<file path="src/rtl/phase_sequencer.sv">
// phase_sequencer: retractile power-clock sequencer that ramps adiabatic levels up, strobes Tclk once,
// then ramps the levels back down in reverse order. Requires NPHASE >= 2 and HOLD_CYCLES >= 1.
module phase_sequencer #(
    parameter int NPHASE      = 10,
    parameter int HOLD_CYCLES = 4
) (
    input  logic                      Fclk,
    input  logic                      Reset,
    input  logic                      run,
    input  logic                      step,
    input  logic                      stall,
    output logic [0:NPHASE-1]         clkpos,
    output logic [0:NPHASE-1]         clkneg,
    output logic                      Tclk,
    output logic                      busy,
    output logic                      done,
    output logic [$clog2(NPHASE)-1:0] phase_idx
);
    localparam int LW = $clog2(NPHASE);
    localparam int CW = HOLD_CYCLES > 1 ? $clog2(HOLD_CYCLES) : 1;
    localparam logic [LW-1:0] LAST  = LW'(NPHASE - 1);
    localparam logic [LW-1:0] L_ONE = LW'(1);
    localparam logic [CW-1:0] CMAX  = CW'(HOLD_CYCLES - 1);
    localparam logic [CW-1:0] C_ONE = CW'(1);

    typedef enum logic [1:0] {IDLE, UP, CAPTURE, DOWN} state_t;

    state_t           state_q;
    logic [LW-1:0]    level_q;
    logic [CW-1:0]    cnt_q;
    logic [0:NPHASE-1] clkpos_q;
    logic             tclk_q, busy_q, done_q;
    logic             hold_done;

    assign hold_done = cnt_q == CMAX;

    always_ff @(posedge Fclk or posedge Reset) begin
        if (Reset) begin
            state_q  <= IDLE;
            level_q  <= '0;
            cnt_q    <= '0;
            clkpos_q <= '0;
            tclk_q   <= 1'b0;
            busy_q   <= 1'b0;
            done_q   <= 1'b0;
        end else begin
            tclk_q <= 1'b0;
            done_q <= 1'b0;
            case (state_q)
                IDLE: if ((run | step) & ~stall) begin
                    state_q     <= UP;
                    busy_q      <= 1'b1;
                    level_q     <= '0;
                    cnt_q       <= '0;
                    clkpos_q[0] <= 1'b1;
                end
                UP: if (!stall) begin
                    if (!hold_done) cnt_q <= cnt_q + C_ONE;
                    else if (level_q != LAST) begin
                        level_q                   <= level_q + L_ONE;
                        clkpos_q[level_q + L_ONE] <= 1'b1;
                        cnt_q                     <= '0;
                    end else begin
                        state_q <= CAPTURE;
                        tclk_q  <= 1'b1;
                    end
                end
                CAPTURE: begin
                    state_q            <= DOWN;
                    clkpos_q[NPHASE-1] <= 1'b0;
                    cnt_q              <= '0;
                end
                DOWN: if (!stall) begin
                    if (!hold_done) cnt_q <= cnt_q + C_ONE;
                    else begin
                        level_q                   <= level_q - L_ONE;
                        clkpos_q[level_q - L_ONE] <= 1'b0;
                        cnt_q                     <= '0;
                        // Leaving level 1 drops rail 0, which ends the sequence.
                        if (level_q == L_ONE) begin
                            state_q <= IDLE;
                            busy_q  <= 1'b0;
                            done_q  <= 1'b1;
                        end
                    end
                end
                default: state_q <= IDLE;
            endcase
        end
    end

    assign clkpos    = clkpos_q;
    assign clkneg    = ~clkpos_q;
    assign Tclk      = tclk_q;
    assign busy      = busy_q;
    assign done      = done_q;
    assign phase_idx = level_q;
endmodule

</file>
<file path="config.mk">
export PLATFORM = sky130hd
export DESIGN_NAME = phase_sequencer
export DESIGN_NICKNAME = d
export VERILOG_FILES = /design/src/rtl/phase_sequencer.sv
export SDC_FILE = /design/constraint.sdc
export NUM_CORES = 1
export LEC_CHECK = 0
export CORE_MARGIN = 8
export CORE_UTILIZATION = 30
export DETAILED_ROUTE_END_ITERATION = 16
export SLEW_MARGIN = 0
export SYNTH_ARGS = -nofsm -noshare
export SYNTH_HDL_FRONTEND = slang
export SYNTH_SLANG_ARGS = --single-unit
</file>
<file path="constraint.sdc">
create_clock -name Fclk -period 5.25 [get_ports Fclk]
set_clock_uncertainty 0.2 [all_clocks]
set_input_delay 0.525 -clock Fclk [delete_from_list [all_inputs] [get_ports Fclk]]
set_output_delay 0.525 -clock Fclk [all_outputs]
set_load 0.01 [all_outputs]
</file>
## Word level (Yosys, flattened, before mapping)

Cells that the tools add are included.

| operators by class | value |
|---|---|
| add/sub/neg operators | 3 |
| $lt $le $gt $ge | 4 |
| equality and inequality tests | 15 |
| muxes and demuxes | 47 |
| bitwise operators | 9 |
| reduce and logical (&&, ||, !) cells | 13 |

Operator list:

| kind | count |
|---|---|
| $mux 10 | 5 |
| $mux 2 | 13 |
| $mux 4 | 6 |
| $not 10->10 | 2 |
| $ne 2x2->1 const B | 8 |
| $pmux 2 s4 | 2 |
| $pmux 8 s2 | 1 |
| $mux 1 | 14 |
| $reduce_and 7->1 | 2 |
| $pmux 4 s3 | 1 |
| $reduce_and 6->1 | 2 |
| $and 10x10->10 | 1 |
| $ge 5x5->1 const B | 2 |
| $lt 5x1->1 const B | 2 |
| $not 4->5 | 2 |
| $or 10x10->10 | 1 |
| $demux 1 s4 | 2 |
| $eq 2x2->1 const B | 3 |
| $pmux 1 s3 | 2 |
| $reduce_bool 3->1 | 2 |
| $reduce_and 5->1 | 1 |
| $add 4x1->4 const B | 1 |
| $eq 4x1->1 const B | 1 |
| $ne 4x4->1 const B | 1 |
| 12 further kinds | 14 |

| word-level totals | value |
|---|---|
| bits in registers | 21 |
| output and inout bits | 27 |
| word-level logic and storage cells | 100 |

## Logic depth before layout (Yosys ltp)

Gate-level depths: netlist of run 1.

| depth | value |
|---|---|
| depth after elaboration | 11 |
| gate-level depth with buffers | 9 |
| mapped depth without buffers | 7 |

## Worst setup path before layout of run 1

OpenSTA, ideal clock, no wires.

| timing | value |
|---|---|
| path kind | register to register |
| from | register level_q[0], in the netlist phase_idx[0] |
| to | register clkpos_q, in the netlist clkpos[2] |
| library setup time | 122 ps |
| arrival | 2,124 ps |
| data required time | 4,928 ps |
| slack | 2,804 ps |
| cell stages (with the launch flop) | 10 |
| cell sequence | dfrtp_1 clkbuf_1 inv_1 ha_1 clkbuf_1 or2_2 o21ai_0 o2bb2ai_1 nand4_1 a32o_1 |

| on the way | value |
|---|---|
| word-level cells in the longest chain between the ends | 11 |
| elaborated cells between the ends (all ways) | 26 |
| those cells by class | 2 x add/sub; 4 x order compare; 2 x eq/ne; 10 x mux; 5 x bitwise; 3 x reduce/logical |

Ends and longest elaborated chain:

| item | RTL line | RTL |
|---|---|---|
| from (decl) | 29 | `logic [LW-1:0] level_q;` |
| from (signal assigned) | 60 | `level_q <= level_q + L_ONE;` |
| from (signal assigned) | 76 | `level_q <= level_q - L_ONE;` |
| $add 4x1->4 / $sub 4x1->4 (equally long branches) | 61, 77 |  |
| $not 4->5 (on tied branches) | 61, 77 |  |
| $ge 5x5->1 (implied by the code), or another cell as far along | 61 | `clkpos_q[level_q + L_ONE] <= 1'b1;` |
| $logic_and 1x1->1 (on tied branches) | 61, 77 |  |
| $mux 1 (on tied branches) | 61, 77 |  |
| $demux 1 s4 (on tied branches) | 61, 77 |  |
| $or 10x10->10 (no source line) / $not 10->10 (equally long branches) | - |  |
| $mux 10 / $and 10x10->10 (equally long branches) | - |  |
| $mux 10 (on tied branches) | 58, 74 |  |
| $mux 10 (on tied branches) | 57, 73 |  |
| $pmux 8 s2 | 49 | `case (state_q)` |
| to (signal, indexed assignment) | 61 |  |
| to (signal, indexed assignment) | 70 | `clkpos_q[NPHASE-1] <= 1'b0;` |
| to (signal, indexed assignment) | 77 | `clkpos_q[level_q - L_ONE] <= 1'b0;` |
| to (decl) | 31 | `logic [0:NPHASE-1] clkpos_q;` |

Parallel ways exist; a longest one is shown, timed or not. The select of a mux whose other input is x is not followed.
A chain may end at the register's enable or synchronous reset.

## Worst setup path after layout of run 1

| timing | value |
|---|---|
| from | register state_q[0] |
| to | register level_q[3], in the netlist phase_idx[3] |

| on the way | value |
|---|---|
| word-level cells in the longest chain between the ends | 3 |
| elaborated cells between the ends (all ways) | 12 |
| those cells by class | 8 x eq/ne; 1 x mux; 3 x reduce/logical |

Ends and longest elaborated chain:

| item | RTL line | RTL |
|---|---|---|
| from (decl) | 28 | `state_t state_q;` |
| from (signal assigned) | 39 | `state_q <= IDLE;` |
| from (signal assigned) | 51 | `state_q <= UP;` |
| from (signal assigned) | 64 | `state_q <= CAPTURE;` |
| $eq 2x1->1, or another cell as far along | 49 |  |
| $ne 2x2->1 (no source line) / $reduce_bool 3->1 (equally long branches) | - |  |
| $reduce_and 7->1 (no source line) | - |  |

Parallel ways exist; a longest one is shown, timed or not.

==> impl_metrics.json, run 1 <==
{
  "coreArea_um2": 4720,
  "drc_errors": 0,
  "place.gp.congestion": 0.822,
  "dieArea_um2": 7420,
  "hold_viol": 0,
  "portBuffers": 31,
  "nets": 221,
  "post-route-util_pct": 39.9,
  "highest_layer": "met4",
  "via_per_inst": 5.13,
  "dp.final_hpwl_mm": 2.91,
  "antenna_found_initial": 0,
  "drtPass1Iterations": 4,
  "start_util_pct": 31.2,
  "drt-met1-wl_mm": 1.80,
  "yosysWarnings": 0,
  "leakage_nw": 0.769,
  "rows": 25,
  "crit_path_end_kind": "flop",
  "drv_cap": 0,
  "setup_viol": 0,
  "grt_pass1_vias": 1253,
  "cts_setup_buffers": 0,
  "wl_met3_um": 205,
  "worstSetupStartpointType": "flop",
  "fmax_mhz": 360,
  "dp_cells": 265,
  "hold_path_class": "flop to flop",
  "cts-root-buf": "clkbuf_8",
  "cts_made_buffers": 3,
  "dr_wl_met2_mm": 1.73,
  "die-height_um": 86.1,
  "crit_type": "flop to flop",
  "fin_ws_ps": 2470,
  "irDropWorstVdd_v": 0.000184,
  "cts.sinks": 21,
  "cts-resized-gates": 0,
  "grt.total_usage_pct": 10.4,
  "synthCells": 176,
  "rsz0062_at_grt": "no",
  "pre_cts_ws_ps": 2490,
  "clk_latency_ps": 270,
  "n_antenna_cell": 0,
  "instances_no_fill": 269,
  "ys_types": 38,
  "power.density_nw_per_um2": 520,
  "cts_buffer_depth": 2,
  "maxSlewHeadroom_pct": 47.8,
  "postSynthAreaPerCell_um2": 8.38,
  "syn_to_final_growth_pct": 27.9,
  "hold_buffers": 0,
  "grt_max_degree": 23,
  "drive_gt1_share_pct": 4.95,
  "detail_route.wl_per_cell_um": 14.0,
  "htreeDepth": 1,
  "drv_slew": 0,
  "ios": 32,
  "grt.overflow.total": 0,
  "first_iter_violations": 105,
  "setup_tns_ps": 0,
  "timing_worst_slew_pin_value_ps": 783,
  "reg2reg_slack_ps": 2470,
  "status": "complete, no violations",
  "required_ps": 5210,
  "finalCritPeriodShare_pct": 52.9,
  "cp.arrival_ps": 2740,
  "cts_tree": "built",
  "syn_area_um2": 1480,
  "grt_first_pass_wirelength_mm": 6.25,
  "yosysSeqAreaShare_pct": 35.6,
  "path_clk_slew_ps": 90,
  "critPathMaxFanout": 22,
  "totalWireLength_mm": 3.78,
  "ys_ff_latch": 21,
  "ant_nets": 0,
  "synth_fp_nets": 194,
  "num_vias": 1381,
  "die_w_um": 86.1,
  "fin_crit_ps": 2780
}
-- path summary, 6_finish.rpt --
check                      startpoint  cells past startpoint      endpoint
max in group asynchronous       Reset                      2     clkpos[1]
max reg2reg                state_q[0]                      6  phase_idx[3]
min                          cnt_q[1]                      2      cnt_q[1]
max                        state_q[0]                      6  phase_idx[3]
min in group asynchronous       Reset                      2     clkpos[5]
min reg2reg                  cnt_q[1]                      2      cnt_q[1]
-- per-layer routing --
metal / GRT usage [%] / vias to the layer above
li1: - / 680
met3: 1.15 / 4
met2: 17.1 / 49
met1: 13.7 / 648
met4: 2.87 / 0
met5: 0 / -
-- worst max-delay path, cell delays in order, from the launching register on --
cell and delay, ps:
dfrtp_1 420, ha_1 460, or3_1 460, a22o_1 300
nor4_4 450, o21ai_1 130, a22o_1 250
-- layout make-up --
type | count | area [um2]
clock buffers | 3 | 41.3
clock inverters | 1 | 7.51
fillers | 482 | 2840
inverters | 22 | 82.6
multi-input cells | 123 | 828
flip-flops and latches | 21 | 526
well taps | 67 | 83.8
repair buffers | 32 | 318
-- power by group --
group,switching (mW),internal (mW),total [mW]
Combinational,0.338,0.252,0.590
Clock,0.0601,0.0537,0.114
Sequential,0.0726,0.205,0.277
Total,0.471,0.510,0.981
-- synth_stat cells --
cell       count  area [um2]
or2_2          3        18.8
nor4_4         1        21.3
nand2_1       14        52.6
nand3_1        4        20.0
o211ai_1       1        7.51
a22oi_1        1        7.51
o21ai_1        1        5.00
o2bb2ai_1      1        8.76
o21a_1         1        7.51
o32a_1         1        10.0
buf_1          1        3.75
a32o_1         2        20.0
nor2b_1        5        31.3
o32ai_1        3        26.3
a22o_1         3        26.3
a31oi_1       12        75.1
nand2b_1       2        12.5
buf_2          1        5.00
ha_1          13         163
xnor2_1        1        8.76
a21oi_1       11        55.1
o22ai_1        2        12.5
a21o_1         1        7.51
mux2i_1        2        20.0
or2_1          1        6.26
a31o_2         1        8.76
inv_1         22        82.6
clkbuf_1       8        30.0
nor2_1        10        37.5
or3_1          2        12.5
a41oi_1        1        8.76
and2_1         2        12.5
nor3_1         6        30.0
o21ai_0        8        40.0
nand4_1        2        12.5
dfrtp_1       21         526
o41ai_1        4        35.0
a21boi_0       1        7.51
-- kinds of logic (layout without fill, tap and decap cells) --
kind of cell | Yosys count | after routing | share of synthesized area, %
AO/OA/AOI/OAI | 55 | 55 | 25.0
XOR/XNOR | 1 | 1 | 0.594
adder cells (fa/ha/maj) | 13 | 13 | 11.0
buffers and inverters | 32 | 58 | 8.23
flip-flops | 21 | 21 | 35.6
multiplexers | 2 | 2 | 1.36
AND/OR/NAND/NOR | 52 | 52 | 18.2
-- sequential cells by signal (all words and copies together), names as in the netlist --
name and flops:
state_q 2, phase_idx 4, busy 1, Tclk 1
clkpos 10, cnt_q 2, done 1
-- through the flow --
step                total power, mW  hold WS (ps)  area (um2)
global route                   1.07           337        1890
floorplan                     0.671           253        1480
finish                        0.981           302        1890
global placement              0.866           293        1840
detailed placement            0.870           291        1840
CTS                           0.985           312        1890
-- cells in the final DEF (no fill, tap or decap), types with 5 or more instances in the layout --
cell             netlist  layout
dfrtp_1               21      21
nor3_1                 6       6
ha_1                  13      13
a21oi_1               11      11
nand2_1               14      14
a31oi_1               12      12
o21ai_0                8       8
nor2b_1                5       5
nor2_1                10      10
inv_1                 22      22
clkdlybuf4s50_1        0      31
(Power assumes the default switching activity.)
==> run 2, diff against run 1 <==
==> constraint.sdc (replaced) <==
create_clock -name Fclk -period 2.4 [get_ports Fclk]
set_clock_uncertainty 0.2 [all_clocks]
set_input_delay 0.24 -clock Fclk [delete_from_list [all_inputs] [get_ports Fclk]]
set_output_delay 0.24 -clock Fclk [all_outputs]
set_load 0.01 [all_outputs]
==> run 2 against run 1 <==
  * First-iteration DRC count up 66%
  * Count of clock-buffer cells in the layout up 1
  * Clock power up 110%
  * Global-route usage up 0.41 points
  * Utilization up 2.3 points
  * Sequential cell count unchanged
  * Maximum frequency up 23%
  * Sequential share of layout area down 1.5 points
  * Worst setup slack worse by 2300 ps
  * Highest routed layer unchanged
  * Via count up 0.58%
  * Largest cell class unchanged
  * Wire length up 2.8%
  * Hold slack worse by 200 ps
==> impl_metrics.json, run 2 (synthesized netlist as in run 1, its figures left out) <==
{
  "portBuffers": 31,
  "fmax_mhz": 443,
  "ant_nets": 0,
  "n_fill_cell": 488,
  "cts_made_buffers": 3,
  "finalCritPeriodShare_pct": 94.1,
  "switching_power_mw": 1.07,
  "pre_cts_ws_ps": 164,
  "start_util_pct": 31.2,
  "hold_path_class": "primary input to asynchronous set/reset pin",
  "crit_path_end_kind": "flop",
  "num_vias": 1389,
  "drv_slew": 0,
  "hold_viol": 0,
  "syn_to_final_growth_pct": 35.4,
  "instances_no_fill": 282,
  "largest_reg_flops": 10,
  "final_cell_mix": "31 x clkdlybuf4s50_1, 21 x dfrtp_1, 20 x inv_1",
  "fin_crit_ps": 2260,
  "place.gp.congestion": 0.841,
  "hold_ws_ps": 104,
  "cts_buffer_depth": 2,
  "crit_type": "flop to flop",
  "drv_cap": 0,
  "power.density_nw_per_um2": 1170,
  "leakage_nw": 0.837,
  "grt_pass1_vias": 1360,
  "cts-root-buf": "clkbuf_8",
  "cts.sinks": 21,
  "clk_latency_ps": 260,
  "die-height_um": 86.1,
  "p_clk_share_pct": 10.3,
  "dp_cells": 278,
  "coreArea_um2": 4720,
  "cp.arrival_ps": 2240,
  "via_per_inst": 4.93,
  "multi_input_area_um2": 845,
  "totalWireLength_mm": 3.88,
  "grt.overflow.total": 0,
  "nets": 234,
  "cts_setup_buffers": 0,
  "n_antenna_cell": 0,
  "drc_errors": 0,
  "worstSetupStartpointType": "flop",
  "irDropWorstVdd_v": 0.000358,
  "grt_first_pass_wirelength_mm": 6.49,
  "setup_tns_ps": 0,
  "dp.final_hpwl_mm": 3.00,
  "p_int_mw": 1.26,
  "drive_gt1_share_pct": 12.6,
  "drtPass1Iterations": 4,
  "path_clk_slew_ps": 80,
  "grt.total_usage_pct": 10.8,
  "die_w_um": 86.1,
  "rsz0062_at_grt": "no",
  "reg2regPathDepth": 7,
  "ios": 32,
  "fin_ws_ps": 142,
  "required_ps": 2380,
  "first_iter_violations": 174,
  "grt_max_degree": 22,
  "seq_power_share_pct": 24.3,
  "detail_route.wl_per_cell_um": 13.8,
  "layout_commonest_cell": "clkdlybuf4s50_1",
  "status": "complete, no violations",
  "setup_viol": 0,
  "seqCellArea_um2": 526,
  "rows": 25,
  "maxSlewHeadroom_pct": 68.5,
  "p_sw_share_pct": 45.9,
  "timing_worst_slew_pin_value_ps": 471,
  "cts_tree": "built",
  "antenna_found_initial": 0,
  "htreeDepth": 1,
  "critPathMaxFanout": 5,
  "dieArea_um2": 7420,
  "combPwrFrac_pct": 65.4
}
[run 2: changes by cell type in the layout (fill, tap and decap cells not counted), sizes merged]
cell      change
buf          +13
clkinvlp      -1
clkbuf        +1
[run 2: area by class of cell]
class	count	area share, %
Tap cell	67	4.20
Inverter	22	4.14
Clock buffer	4	2.26
Sequential cell	21	26.3
Timing Repair Buffer	45	20.8
Multi-Input combinational cell	123	42.3
[run 2: power by group through the flow]
stage | Clock, mW | Combinational [mW] | Sequential (mW)
after floorplan | 0 | 0.911 | 0.560
after global placement | 0 | 1.47 | 0.568
after detailed placement | 0 | 1.47 | 0.574
after CTS | 0.249 | 1.48 | 0.565
after global routing | 0.268 | 1.69 | 0.582
final | 0.239 | 1.52 | 0.566
[run 2: stage by stage]
stage	utilization (%)	power (mW)	instance area (um2)
final	42.3	2.33	2000
after global routing	42.3	2.54	2000
after CTS	41.9	2.29	1980
after detailed placement	41.0	2.05	1940
after global placement	41.0	2.04	1940
after floorplan	-	1.47	1480
[run 2: routing by layer]
| metal | GRT usage, % | wire length (um) | part of all wire, % |
|---|---|---|---|
| met1 | 14.6 | 1800 | 46 |
| met4 | 4.46 | 46 | 1.2 |
| met2 | 16.8 | 1770 | 46 |
| met5 | 0 | 0 | 0 |
| met3 | 1.15 | 262 | 6.8 |
[run 2: critical path, cell delays in order, from the launching register on]
cell	delay, ps
dfrtp_1	410
ha_1	220
or3_4	390
a22o_4	280
nor4_4	290
buf_4	180
a21oi_1	60
a31oi_1	150
[run 2: path summary, 6_finish.rpt]
kind                                   end       start  slack, ps
worst max-delay path             clkpos[0]  state_q[0]        140
worst min-delay path                  Tclk       Reset        100
worst max register to register   clkpos[0]  state_q[0]        140
worst min register to register    cnt_q[0]    cnt_q[0]        290
max in group asynchronous       state_q[0]       Reset       1680
min in group Fclk                 cnt_q[0]    cnt_q[0]        290
[run 2: what timing repair did]
action	CTS	global route
endpoints found under the setup margin	0	2
endpoints found under the hold margin	0	0
hold buffers	0	0
resized for setup	0	7
==> variant (settings of run 2) <==
The 4 states of `state_t` get a Gray code encoding in 2 bits.
--- a/src/rtl/phase_sequencer.sv
+++ b/src/rtl/phase_sequencer.sv
@@ -23,7 +23,7 @@
     localparam logic [CW-1:0] CMAX  = CW'(HOLD_CYCLES - 1);
     localparam logic [CW-1:0] C_ONE = CW'(1);
 
-    typedef enum logic [1:0] {IDLE, UP, CAPTURE, DOWN} state_t;
+    typedef enum logic [1:0] {IDLE = 2'b00, UP = 2'b01, CAPTURE = 2'b11, DOWN = 2'b10} state_t;
 
     state_t           state_q;
     logic [LW-1:0]    level_q;
Behaviour: same outputs for any inputs over 10 cycles, from zero or initial values and one cycle with Reset high; not proved beyond that.
==> variant against run 2 <==
Die area up 2.8%. Count of clock-buffer cells in the layout unchanged. Largest power group unchanged. Setup slack better by 0.084 ns. Final cell count down 1.1%. Highest routed layer unchanged. Area after synthesis up 3.5%. Final area about the same. Sequential cell count unchanged. Routed wire length up 4.0%. Total power up 3.3%.
==> variant: results (changes against run 2) <==
post-DP HPWL=3.13 mm (was 3.00 mm); Seq/Total Area, Yosys=0.344 (was 0.356); reg2reg start=state_q[1]$_DFFE_PP0P_ (was state_q[0]$_DFFE_PP0P_); Yosys Warn Count=0 (unchanged); Synth Area in Compound Gates=0.230 (was 0.250); leakage=0.874 nW (was 0.837 nW); slack of the worst reg-to-reg path=0.23 ns (was 0.14 ns); worst skew pair latency=0.26 ns (about the same); Vias=1409 (was 1389); CTS Buf Count=3 (unchanged); unique cell type count in the Yosys netlist=48 (was 38); Final Wtd Congestion=0.859 (was 0.841); critical path peak fanout=7 (was 5); Hold Path Class=in2async (unchanged); largest cells by area after synthesis=dfrtp_1 (34%), ha_1 (11%), inv_1 (5.2%), a31oi_1 (4.9%), o21ai_0 (3.9%) (was dfrtp_1 (36%), ha_1 (11%), inv_1 (5.6%), a31oi_1 (5.1%), a21oi_1 (3.7%)); Port Buffers=31 (unchanged); max reg flops=10 (unchanged); RR Endpoint=phase_idx[0]$_DFFE_PP0P_ (was clkpos[0]$_DFFE_PP0P_); max-slew violation count=0 (unchanged); GR Util All Layers=0.111 (was 0.108); initial antenna violation count=0 (unchanged); status=complete, no violations (unchanged); H-Tree Level Count=1 (unchanged); Mapped Cells=174 (was 176); 1st-iter DRT viols=102 (was 174); Synth top cells by count=dfrtp_1 (21), inv_1 (21), ha_1 (13) (was inv_1 (22), dfrtp_1 (21), nand2_1 (14)); non-filler cells, final=279 (was 282); first-pass GRT wire length=6.80 mm (was 6.49 mm); mux cell area share after synthesis=0.0262 (was 0.0136); Synth Area in XOR/XNOR=0.00574 (was 0.00594); CTS root buf=clkbuf_8 (unchanged); drt total wl=4.04 mm (was 3.88 mm); Fin Hold WS=0.105 ns (was 0.104 ns); filler instances=537 (was 488); layout cell share with drive strength beyond 1=0.100 (was 0.126); Mapped Nets=192 (was 194); Slew @ Worst Pin=0.434 ns (was 0.471 ns); Peak VDD IR=598 µV (was 358 µV); Post-Synth Adder-Cell Area=0.107 (was 0.110); Final nets=228 (was 234)
==> variant: changes by cell type in the layout (fill, tap and decap cells not counted), moves of 3 or more <==
| cell | before | now |
|---|---|---|
| nand2_1 | 14 | 11 |
| nor3_1 | 6 | 2 |
| buf_4 | 14 | 9 |
| or2_2 | 3 | 0 |
| o32ai_1 | 3 | 0 |
| o21ai_0 | 7 | 12 |
| o41ai_1 | 4 | 1 |
==> variant: worst max-delay path by stage <==
stage | from | to | depth (start not counted)
final | state_q[1]$_DFFE_PP0P_ | phase_idx[0]$_DFFE_PP0P_ | 7
after global routing | state_q[1]$_DFFE_PP0P_ | clkpos[3]$_DFFE_PP0P_ | 6
after CTS | phase_idx[0]$_DFFE_PP0P_ | clkpos[0]$_DFFE_PP0P_ | 7
after detailed placement | phase_idx[0]$_DFFE_PP0P_ | clkpos[0]$_DFFE_PP0P_ | 7
after global placement | phase_idx[0]$_DFFE_PP0P_ | clkpos[0]$_DFFE_PP0P_ | 7
after floorplan | phase_idx[1]$_DFFE_PP0P_ | phase_idx[0]$_DFFE_PP0P_ | 7
==> variant: kinds of logic after synthesis <==
group                      Yosys count
DFF                                 21
AOI/OAI and AO/OA                   54
buffers and inverters               30
muxes                                4
adders and majority gates           13
and+or+nand+nor                     51
xor gates and xnor gates             1
==> variant: stage by stage <==
step | utilization | cell area [µm²] | setup WS, ns
floorplan | - | 1530 | 0.240
global placement | 0.388 | 1940 | 0.106
detailed placement | 0.388 | 1940 | 0.136
CTS | 0.397 | 1990 | 0.121
global route | 0.398 | 2000 | 0.0703
finish | 0.398 | 2000 | 0.226
==> variant: area by class of cell <==
| type | instances | area share |
|---|---|---|
| inverter | 21 | 0.0395 |
| timing repair buffer | 40 | 0.189 |
| multi-input combinational | 123 | 0.441 |
| clock buffer | 4 | 0.0226 |
| sequential | 21 | 0.264 |
| tap | 70 | 0.0439 |
==> variant: routing by layer <==
layer / vias to the layer above / wire (µm) / global-route usage
met1: 666 / 1740 / 0.135
met2: 50 / 1950 / 0.190
met5: - / 0 / 0
li1: 689 / - / -
met3: 4 / 320 / 0.0274
met4: 0 / 27 / 0.0234
==> variant: power by group <==
group	leakage, nW	switching [mW]	internal (mW)
combinational	0.577	0.879	0.711
clock	0.0228	0.124	0.119
sequential	0.274	0.109	0.461
total	0.874	1.11	1.29
==> variant: repair_timing <==
action	in CTS	in global routing
endpoints found under the setup margin	0	3
gates resized for setup	0	2
hold endpoints to repair	0	0
==> variant: critical path: stages (launching register included) <==
cell     delay [ns]
dfrtp_1        0.37
inv_1          0.09
ha_1           0.32
nor2_4         0.17
o21ai_2        0.07
or3_4          0.40
or4_1          0.40
o21ai_1        0.08
